===== config.mk =====
export PLATFORM = sky130hd
export DESIGN_NAME = car_lane_sprite
export DESIGN_NICKNAME = d
export VERILOG_FILES = /design/src/rtl/car_lane_sprite.sv
export SDC_FILE = /design/constraint.sdc
export NUM_CORES = 1
export LEC_CHECK = 0
export CAP_MARGIN = 10
export CORE_ASPECT_RATIO = 1.75
export CORE_MARGIN = 2
export CORE_UTILIZATION = 50
export CTS_CLUSTER_SIZE = 16
export DETAILED_ROUTE_END_ITERATION = 10
export PLACE_DENSITY = 0.75
export SLEW_MARGIN = 20
export SYNTH_ARGS = -nofsm -noshare
export SYNTH_HDL_FRONTEND = slang
export SYNTH_SLANG_ARGS = --single-unit

===== constraint.sdc =====
create_clock -name clk -period 2.3 [get_ports clk]
set_clock_uncertainty 0.1 [all_clocks]
set_input_delay 0.575 -clock clk [delete_from_list [all_inputs] [get_ports clk]]
set_output_delay 0.575 -clock clk [all_outputs]
set_load 0.01 [all_outputs]

===== src/rtl/car_lane_sprite.sv =====
// One car sprite on one road row: erase the old box, step with wrap-around,
// redraw in the latched colour, hold for a frame delay, then pulse done.
module car_lane_sprite #(
    parameter int W_LOG2  = 3,
    parameter int H_LOG2  = 2,
    parameter int X_START = 87,
    parameter int Y_ROW   = 90,
    parameter int X_MIN   = 26,
    parameter int X_MAX   = 127,
    parameter int STEP    = 1,
    parameter int DIR     = 0,
    parameter int DELAY   = 41670
) (
    input  logic       clk,
    input  logic       reset,
    input  logic       en,
    input  logic [2:0] colour,
    output logic       plot,
    output logic [7:0] x,
    output logic [6:0] y,
    output logic [2:0] colour_out,
    output logic [7:0] x_pos,
    output logic       busy,
    output logic       done
);

    localparam int PCW = W_LOG2 + H_LOG2;
    localparam int DCW = (DELAY > 1) ? $clog2(DELAY) : 1;

    localparam logic [PCW-1:0] PC_LAST = '1;
    localparam logic [DCW-1:0] DC_LAST = DCW'(DELAY - 1);

    typedef enum logic [2:0] {
        S_WAIT,
        S_ERASE,
        S_MOVE,
        S_DRAW,
        S_HOLD,
        S_DONE
    } state_t;

    state_t         state_q, state_d;
    logic [PCW-1:0] pc_q, pc_d;
    logic [DCW-1:0] dc_q, dc_d;
    logic [7:0]     x_pos_q, x_pos_d;
    logic [2:0]     col_q, col_d;

    logic [7:0]     x_moved;
    logic [7:0]     x_pix;
    logic [6:0]     y_pix;

    // Wrap decision uses a 9-bit sum so x_pos+STEP never aliases past 255.
    generate
        if (DIR == 0) begin : g_right
            logic [8:0] x_fwd;
            always_comb begin
                x_fwd = {1'b0, x_pos_q} + 9'(STEP);
                if (x_fwd > 9'(X_MAX)) begin
                    x_moved = 8'(X_MIN);
                end else begin
                    x_moved = x_fwd[7:0];
                end
            end
        end else begin : g_left
            always_comb begin
                if ({1'b0, x_pos_q} < 9'(X_MIN + STEP)) begin
                    x_moved = 8'(X_MAX);
                end else begin
                    x_moved = x_pos_q - 8'(STEP);
                end
            end
        end
    endgenerate

    // Low pc bits walk across a row, high bits walk down the rows.
    assign x_pix = x_pos_q + 8'(pc_q[W_LOG2-1:0]);
    assign y_pix = 7'(Y_ROW) + 7'(pc_q[PCW-1:W_LOG2]);

    always_comb begin
        state_d = state_q;
        pc_d    = pc_q;
        dc_d    = dc_q;
        x_pos_d = x_pos_q;
        col_d   = col_q;
        case (state_q)
            S_WAIT: begin
                if (en) begin
                    state_d = S_ERASE;
                end
            end
            S_ERASE: begin
                pc_d = pc_q + 1'b1;
                if (pc_q == PC_LAST) begin
                    pc_d    = '0;
                    state_d = S_MOVE;
                end
            end
            S_MOVE: begin
                x_pos_d = x_moved;
                col_d   = colour;
                state_d = S_DRAW;
            end
            S_DRAW: begin
                pc_d = pc_q + 1'b1;
                if (pc_q == PC_LAST) begin
                    pc_d    = '0;
                    state_d = S_HOLD;
                end
            end
            S_HOLD: begin
                dc_d = dc_q + 1'b1;
                if (dc_q == DC_LAST) begin
                    state_d = S_DONE;
                end
            end
            S_DONE: begin
                dc_d    = '0;
                state_d = S_WAIT;
            end
            default: begin
                state_d = S_WAIT;
                pc_d    = '0;
                dc_d    = '0;
            end
        endcase
    end

    always_ff @(posedge clk or posedge reset) begin
        if (reset) begin
            state_q <= S_WAIT;
            pc_q    <= '0;
            dc_q    <= '0;
            x_pos_q <= 8'(X_START);
            col_q   <= 3'b000;
        end else begin
            state_q <= state_d;
            pc_q    <= pc_d;
            dc_q    <= dc_d;
            x_pos_q <= x_pos_d;
            col_q   <= col_d;
        end
    end

    // Outputs decode straight from state and registers so reset clears them at once.
    always_comb begin
        plot       = 1'b0;
        x          = x_pos_q;
        y          = 7'(Y_ROW);
        colour_out = 3'b000;
        case (state_q)
            S_ERASE: begin
                plot = 1'b1;
                x    = x_pix;
                y    = y_pix;
            end
            S_DRAW: begin
                plot       = 1'b1;
                x          = x_pix;
                y          = y_pix;
                colour_out = col_q;
            end
            default: begin
                plot = 1'b0;
            end
        endcase
    end

    assign x_pos = x_pos_q;
    assign busy  = (state_q != S_WAIT);
    assign done  = (state_q == S_DONE);

endmodule


==> impl_metrics.ini, run 1 <==
[outcome]
status = complete, but fails checks
failed_checks = setup timing

[layout]
fillCellCount = 356
multi_input_comb_area_um2 = 1250
final_layout_size_suffix_gt1_share_pct = 22.9
final_core_util_pct = 67.1
area.sequential_um2 = 882
mostFrequentLayoutCell = nand2_1
n_antenna_cell = 0
layout-area-overhead-vs-synth_pct = 28.2
fin_nets = 321
final_cell_mix = nand2_1, dfrtp_1, buf_4, o21ai_0, nor2_1

[global_route]
grt.total_usage_pct = 23.5
grt_overflow = 0
pin_count_of_the_biggest_net_entering_global_routing = 36
wire_length_of_the_first_global_routing_pass_mm = 8.74
grt_antenna_before_repair = 0
via_count_of_the_first_global_routing_pass = 1953

[synth]
synth-edff-count = 0
synth.distinct_cells = 48
ys_async_sr_fraction_pct = 100
synth_warnings = 0
ys_seq_elements = 35
syn_avg_cell_area_um2 = 8.74
ys_seq_area_share_pct = 40.2
synthCells = 251
ys.flop_type = dfrtp_1
syn_area_um2 = 2190

[clock_tree]
path_clk_slew_ns = 0.07
worstSkewPairLatency_ns = 0.29
cts_buffer_depth = 2
root_buffer = clkbuf_8
post_cts_hold_buffer_count = 0
cts_buffers = 5
cts_tree = yes
clock_sink_count = 35
h-tree-depth = 2

[critical_path]
worstSetupStartpointType = flip-flop
worst_path_largest_cell_delay_ns = 0.42
cells_along_the_critical_path = ha_4, fa_2, a21oi_2, nor2_2, nand4_1, xnor2_1, buf_2
timing.critical_path.required_ns = 1.62
critPathMaxFanout = 2
endpoint_kind = output pin
arrival_time_of_the_worst_setup_path_ns = 1.81
cp_top_family = adder cells
worstPathBufferInverterCount = 1
crit_path_top_delay_cell = dfrtp_1
path_class = reg2out

[route]
drt-pass1-iter-count = 4
route.detailed.vias_per_inst = 5.53
ant_nets = 0
drt-wirelength-per-cell_um = 14.8
topRoutingLayerUsed = met4
met2WireLength_mm = 2.98
detailroute.wirelength.met3_um = 134
drt-total-wl_mm = 5.27
first_iter_violations = 39
drt_drc_violations_left = 0
drt-met1-wl_mm = 2.03
routed-via-count = 1963

[floorplan]
chip_width_um = 54.1
placement_rows = 31
die_area_um2 = 4950
starting_density_pct = 52.4
io_pins = 35
area_of_the_placeable_core_um2 = 4190
die-height_um = 91.6

[place]
dp_hpwl_mm = 3.65
port_buffers = 30
place_congestion = 0.798
place_ws_ns = -0.380

[timing]
period_share_pct = 108
rsz0062_at_grt = true
min_period_ns = 2.49
setup_viol_count_final = 7
timing.final.ws_setup_ns = -0.186
report.final.slew_viol_count = 0
achievable-frequency_mhz = 402
finalSetupTns_ns = -0.876
timing.final.hold_violations = 0

[flow_run]
maxCapViolCount = 0

[pwr]
cellLeakagePower_uw = 0.00134
power_density_nw_per_um2 = 396
vdd_ir_drop_max_mv = 0.386

[hold_path]
hold_removal_path_class = reg2reg
## final cells by class
type / count / share of cell area (%)
Multi-Input combinational cell: 194 / 44.5
Sequential cell: 35 / 31.4
Timing Repair Buffer: 58 / 17.0
Clock buffer: 7 / 3.07
Tap cell: 49 / 2.18
Inverter: 10 / 1.42
Timing Repair inverter: 1 / 0.267
Clock inverter: 1 / 0.178
## Yosys cell counts (6+ instances only)
master	count	share of area, %
nand2_1	39	6.7
dfrtp_1	30	34
o21ai_0	20	4.6
nor2_1	19	3.3
inv_1	10	1.7
xor2_1	10	4.0
a21oi_1	9	2.1
ha_1	9	5.1
nand3_1	9	2.1
nand4_1	8	2.3
and3_1	6	1.7
xnor2_1	6	2.4
## through the flow
stage / power (µW) / hold slack [ns] / std cells / cell area, µm²
after floorplan: 653 / 0.337 / 253 / 2200
after global placement: 667 / 0.351 / 339 / 2640
after detailed placement: 668 / 0.363 / 339 / 2640
after CTS: 1130 / 0.379 / 353 / 2760
after global routing: 1160 / 0.432 / 355 / 2810
final: 1110 / 0.381 / 355 / 2810
## worst register-to-register path: cells and delay by family, from the launching register on
family / cells / cell delay [ns]
compound gates: 4 / 0.74
flops: 1 / 0.56
fa+ha+maj: 1 / 0.33
buf+inv: 2 / 0.23
simple gates: 1 / 0.14
## where the power goes
group          switching (µW)  total (µW)  internal [µW]
sequential               1.25         620            618
combinational            20.5        33.9           13.4
clock                     218         460            242
total                     240        1110            873
## registers in the layout (all words and copies together), names as in the netlist
signal / cells
col_q: 3
dc_q: 16
pc_q: 5
state_q: 3
x_pos: 8
## path summary, 6_finish.rpt
check / slack (ns) / cells after the start / start / end
setup / recovery: -0.19 / 7 / pc_q[0]$_DFFE_PP0N_ / x[6]
hold / removal: 0.38 / 2 / col_q[2]$_DFFE_PP0N_ / col_q[2]$_DFFE_PP0N_
setup reg to reg: 0.12 / 8 / x_pos[0]$_DFFE_PP1N_ / x_pos[2]$_DFFE_PP1N_
hold reg to reg: 0.38 / 2 / col_q[2]$_DFFE_PP0N_ / col_q[2]$_DFFE_PP0N_
max in group asynchronous: 1.19 / 3 / reset / x_pos[0]$_DFFE_PP1N_
min in group asynchronous: 0.57 / 3 / reset / col_q[1]$_DFFE_PP0N_
## per-layer routing
layer / up-vias / GRT usage, %
li1: 969 / -
met1: 944 / 25.8
met2: 39 / 43.2
met3: 11 / 3.42
met4: 0 / 8.54
met5: - / 0
## logic make-up after synthesis
group                      synth area share (%)
AOI/OAI and AO/OA                          11.9
xor gates and xnor gates                   6.39
adders and majority gates                  6.05
buffers and inverters                      5.36
DFF                                        40.2
muxes                                      2.00
other                                     0.342
and+or+nand+nor                            27.8
## what timing repair did
action	CTS	global route
endpoints found under the setup margin	17	15
pin swaps	5	8
cloned	2	0
resized for setup	49	7
buffers inserted	4	2
No activity file was read; power rests on OpenSTA's default activity.
==> run 2, diff against run 1 <==
--- a/config.mk
+++ b/config.mk
@@ -12,5 +12,5 @@
 export CTS_CLUSTER_SIZE = 16
 export DETAILED_ROUTE_END_ITERATION = 10
-export PLACE_DENSITY = 0.75
+export PLACE_DENSITY_LB_ADDON = 0.15
 export SLEW_MARGIN = 20
 export SYNTH_ARGS = -nofsm -noshare
==> constraint.sdc (replaced) <==
create_clock -name clk -period 2.3 [get_ports clk]
set_clock_uncertainty 0.1 [all_clocks]
set_input_delay 0.69 -clock clk [delete_from_list [all_inputs] [get_ports clk]]
set_output_delay 0.69 -clock clk [all_outputs]
set_load 0.01 [all_outputs]
==> run 2 against run 1 <==
First-iteration DRC count unchanged. The run still ends with setup timing left. Highest routed layer unchanged. Utilization rose by 0.39 points. Register-to-register slack improved by 0.02 ns. Final cell count decreased by 0.85%. Flip-flop and latch count unchanged. Total power fell by 3.9%. Count of clock-buffer cells in the layout unchanged. Clock power decreased by 9.6%. Worst hold slack lost 0.0078 ns. Critical path type unchanged. Final area up 0.58%.
==> impl_metrics.ini, run 2 (synthesized netlist as in run 1, its figures left out) <==
[outcome]
status = complete, but fails checks
failed_checks = setup timing

[clock_tree]
root_buffer = clkbuf_8
cts_buffers = 5
cts_tree = yes
worstSkewPairLatency_ns = 0.28
cts_buffer_depth = 2
path_clk_slew_ns = 0.06
clock_sink_count = 35
h-tree-depth = 2

[hold_path]
holdPathEnd = col_q[0]$_DFFE_PP0N_
holdPathStages = 2
timing.hold.worst.start = col_q[0]$_DFFE_PP0N_
hold_removal_path_class = reg2reg

[critical_path]
worstPathBufferInverterCount = 2
crit_path_top_delay_cell = dfstp_2
endpoint_kind = output pin
timing.critical_path.required_ns = 1.51
worstRegToRegCells = 8
critPathMaxFanout = 3
reg2reg_to = x_pos[1]$_DFFE_PP1N_
worstSetupStartpointType = flip-flop
cells_along_the_critical_path = buf_4, fa_2, a21oi_2, nor2_2, nand4_1, xnor2_2, buf_2
worst_path_largest_cell_delay_ns = 0.56
cp_top_family = flip-flops
arrival_time_of_the_worst_setup_path_ns = 1.82
timing.rr.start = x_pos[1]$_DFFE_PP1N_
ff2ff_setup_slack_ns = 0.14
path_class = reg2out

[layout]
n_antenna_cell = 0
fillCellCount = 362
final_core_util_pct = 67.5
mostFrequentLayoutCell = nand2_1
fin_nets = 318
layout-area-overhead-vs-synth_pct = 28.9
largest_register_ffs = 16
max_flop_register = dc_q
final_layout_size_suffix_gt1_share_pct = 23.8
final_cell_mix = nand2_1, dfrtp_1, buf_4, o21ai_0, nor2_1
postLayoutCellArea_um2 = 2830

[place]
place_ws_ns = -0.521
place_congestion = 0.844
port_buffers = 30
dp_hpwl_mm = 3.64
detailed_place.area_um2 = 2630

[timing]
timing.final.hold_violations = 0
period_share_pct = 113
min_period_ns = 2.61
rsz0062_at_grt = true
report.final.slew_viol_count = 0
timing.final.ws_setup_ns = -0.307
setup_viol_count_final = 7
achievable-frequency_mhz = 384

[pwr]
power_density_nw_per_um2 = 378
cellLeakagePower_uw = 0.00133
vdd_ir_drop_max_mv = 0.516

[route]
drt-total-wl_mm = 5.09
route.detailed.vias_per_inst = 5.60
drt_drc_violations_left = 0
routed-via-count = 1971
drt-pass1-iter-count = 4
ant_nets = 0
first_iter_violations = 39
drt-wirelength-per-cell_um = 14.4

[global_route]
pin_count_of_the_biggest_net_entering_global_routing = 36
grt.total_usage_pct = 22.8
via_count_of_the_first_global_routing_pass = 1902
grt_antenna_before_repair = 0
wire_length_of_the_first_global_routing_pass_mm = 8.36
grt_overflow = 0

[floorplan]
chip_width_um = 54.1
placement_rows = 31
die_area_um2 = 4950
starting_density_pct = 52.4
area_of_the_placeable_core_um2 = 4190
io_pins = 35
die-height_um = 91.6

[flow_run]
maxCapViolCount = 0
## run 2: changes by cell type in the layout (fill, tap and decap cells not counted), sizes merged
cell / before / now
bufbuf: 0 / 1
dlymetal6s2s: 2 / 0
clkdlybuf4s15: 0 / 1
dlygate4sd2: 9 / 12
clkdlybuf4s50: 12 / 9
buf: 35 / 32
## run 2: worst max-delay path by stage
stage / startpoint / to / slack (ns) / cells after the start
finish: x_pos[1]$_DFFE_PP1N_ / x[6] / -0.31 / 7
global route: x_pos[1]$_DFFE_PP1N_ / x[6] / -0.38 / 7
CTS: pc_q[0]$_DFFE_PP0N_ / x[6] / -0.34 / 7
detailed placement: pc_q[0]$_DFFE_PP0N_ / x[6] / -0.52 / 7
global placement: pc_q[0]$_DFFE_PP0N_ / x[6] / -0.48 / 7
floorplan: x_pos[1]$_DFFE_PP1N_ / x[5] / 0.004 / 6
## run 2: layout make-up
type,count,area [µm²],share of cell area (%)
flip-flops and latches,35,882,31.2
repair buffers,55,465,16.5
multi-input cells,194,1290,45.6
repair inverters,1,7.51,0.265
clock inverters,1,5.00,0.177
clock buffers,7,76.3,2.70
inverters,10,40.0,1.42
well taps,49,61.3,2.17
## run 2: stage by stage
| step | hold WS, ns | cells | power [µW] | TNS [ns] |
|---|---|---|---|---|
| after floorplan | 0.337 | 253 | 653 | 0 |
| after global placement | 0.348 | 336 | 667 | -3.57 |
| after detailed placement | 0.365 | 336 | 668 | -3.89 |
| after CTS | 0.381 | 350 | 1090 | -1.81 |
| after global routing | 0.417 | 352 | 1120 | -2.25 |
| final | 0.373 | 352 | 1070 | -1.63 |
## run 2: what timing repair did
item	4_1_cts	5_1_grt
cloned	2	0
hold buffers	0	0
endpoints found under the setup margin	20	11
pin swaps	4	7
resized for setup	60	9
buffers inserted	4	2
## run 2: per-layer routing
layer / GRT usage, % / vias to the layer above / part of all wire [%]
li1: - / 962 / -
met1: 24.1 / 956 / 37
met2: 41.9 / 44 / 59
met3: 3.75 / 9 / 3.0
met4: 9.38 / 0 / 1.7
met5: 0 / - / 0
## run 2: where the power goes
group,internal (µW),leakage (µW),total (µW),switching (µW)
clock,212,0.0000422,416,204
combinational,13.4,0.000836,34.1,20.7
sequential,619,0.000449,620,1.19
## run 2: tightest hold or removal path: cells and delay by family, from the launching register on
family | cells | cell delay, ns
flip-flops | 1 | 0.34
AND/OR/NAND/NOR | 2 | 0.11
==> run 3, diff against run 2 <==
- CAP_MARGIN: 10 -> not set
- CORE_UTILIZATION: 50 -> 40
==> run 3 against run 2 <==
Critical path type unchanged. Largest cell class unchanged. The flow still finishes with violations (setup timing). Final cell count rose by 6.5%. Register-to-register slack got worse by 0.07 ns. Critical endpoint unchanged. Utilization fell by 14 points. Count of clock-buffer cells in the layout fell by 1.
==> impl_metrics.ini, run 3 (synthesized netlist as in run 1, its figures left out) <==
[clock_tree]
cts_buffers = 5
h-tree-depth = 2
cts_buffer_depth = 2
cts_tree = yes
path_clk_slew_ns = 0.08
root_buffer = clkbuf_8
worstSkewPairLatency_ns = 0.28
post_cts_hold_buffer_count = 0
clock_sink_count = 35

[route]
first_iter_violations = 36
route.detailed.vias_per_inst = 5.20
drt-wirelength-per-cell_um = 13.9
drt_drc_violations_left = 0
routed-via-count = 1949
drt-total-wl_mm = 5.23
ant_nets = 0
drt-pass1-iter-count = 4

[floorplan]
chip_width_um = 60.0
die_area_um2 = 6120
area_of_the_placeable_core_um2 = 5300
io_pins = 35
starting_density_pct = 41.4
die-height_um = 102
placement_rows = 35

[layout]
n_antenna_cell = 0
largest_register_ffs = 16
multi_input_comb_area_um2 = 1280
final_layout_size_suffix_gt1_share_pct = 24.3
fin_nets = 316
layout-area-overhead-vs-synth_pct = 29.8
postLayoutCellArea_um2 = 2850
fillCellCount = 529
mostFrequentLayoutCell = nand2_1
max_flop_register = dc_q
area.sequential_um2 = 882
final_cell_mix = nand2_1, dfrtp_1, buf_4, o21ai_0, nor2_1
instances_no_fill = 375

[place]
port_buffers = 30
post_place_cells = 362
detailed_place.area_um2 = 2660
place_congestion = 0.759
dp_hpwl_mm = 3.75

[timing]
timing.final.hold_violations = 0
report.final.slew_viol_count = 0
rsz0062_at_grt = true
achievable-frequency_mhz = 387
timing.final.ws_setup_ns = -0.284
min_period_ns = 2.58
setup_viol_count_final = 7
period_share_pct = 112

[pwr]
power_density_nw_per_um2 = 431
vdd_ir_drop_max_mv = 0.391
cellLeakagePower_uw = 0.00135

[critical_path]
arrival_time_of_the_worst_setup_path_ns = 1.79
critPathMaxFanout = 2
crit_path_top_delay_cell = dfrtp_1
endpoint_kind = output pin
timing.critical_path.required_ns = 1.51
path_class = reg2out
worst_path_largest_cell_delay_ns = 0.41
worstSetupStartpointType = flip-flop
cells_along_the_critical_path = ha_4, fa_2, a21oi_2, nor2_2, nand4_1, xnor2_2, buf_2

[global_route]
grt_antenna_before_repair = 0
via_count_of_the_first_global_routing_pass = 1950
grt_overflow = 0
pin_count_of_the_biggest_net_entering_global_routing = 36
grt.total_usage_pct = 19.0
wire_length_of_the_first_global_routing_pass_mm = 8.96

[outcome]
status = complete, but fails checks
failed_checks = setup timing

[hold_path]
hold_removal_path_class = reg2reg

[flow_run]
maxCapViolCount = 0
==> run 3: cell count changes in the layout (fill, tap and decap cells not counted), sizes merged <==
| cell | change |
|---|---|
| buf | -1 |
| dlygate4sd2 | -4 |
| bufbuf | -1 |
| dlymetal6s2s | +4 |
| bufinv | +1 |
| clkdlybuf4s50 | -1 |
==> run 3: stage by stage <==
| stage | utilization, % | total power [µW] | worst slack, ns | TNS, ns | hold WS, ns |
|---|---|---|---|---|---|
| final | 53.7 | 1230 | -0.284 | -1.52 | 0.376 |
| after floorplan | - | 653 | 0.00431 | 0 | 0.337 |
| after CTS | 53.0 | 1250 | -0.357 | -2.25 | 0.378 |
| after global placement | 50.3 | 668 | -0.482 | -3.29 | 0.349 |
| after global routing | 53.7 | 1280 | -0.376 | -2.24 | 0.394 |
| after detailed placement | 50.3 | 669 | -0.500 | -3.56 | 0.359 |
==> run 3: per-layer routing <==
metal,vias up,wire length [µm],GRT usage (%)
met4,0,150,8.21
met3,12,154,3.29
met5,-,0,0
li1,956,-,-
met2,42,2860,33.9
met1,939,2060,21.4
==> run 3: path summary, 6_finish.rpt <==
kind,from,to,slack (ns),cells past startpoint
max in group asynchronous,reset,x_pos[0]$_DFFE_PP1N_,1.05,3
worst max register to register,x_pos[1]$_DFFE_PP1N_,x_pos[5]$_DFFE_PP0N_,0.07,9
min in group asynchronous,reset,x_pos[5]$_DFFE_PP0N_,0.70,3
worst min-delay path,col_q[2]$_DFFE_PP0N_,col_q[2]$_DFFE_PP0N_,0.38,2
worst min register to register,col_q[2]$_DFFE_PP0N_,col_q[2]$_DFFE_PP0N_,0.38,2
worst max-delay path,pc_q[0]$_DFFE_PP0N_,x[6],-0.28,7
==> run 3: what timing repair did <==
action | 4_1_cts | 5_1_grt
resized for setup | 54 | 14
gates cloned | 2 | 0
setup buffers | 4 | 0
endpoints found under the setup margin | 21 | 19
hold endpoints to repair | 0 | 0
pin swaps | 9 | 9
==> run 3: area by class of cell <==
class,count,area share [%]
multi-input cells,194,45.1
clock inverters,2,1.23
flip-flops and latches,35,31.0
repair buffers,53,14.9
clock buffers,6,2.90
inverters,10,1.32
well taps,74,3.25
repair inverters,1,0.264
==> run 3: worst max-delay path, delay by kind of cell, from the launching register on <==
kind | cells | cell delay (ns)
fa+ha+maj | 2 | 0.54
flops | 1 | 0.41
buf+inv | 1 | 0.14
compound gates | 1 | 0.16
simple gates | 2 | 0.15
xor+xnor | 1 | 0.11
==> run 3: power breakdown <==
group	switching, µW	total (µW)	internal (µW)
clock network	224	575	351
registers	1.14	619	618
logic	21.0	34.6	13.6
total	246	1230	983
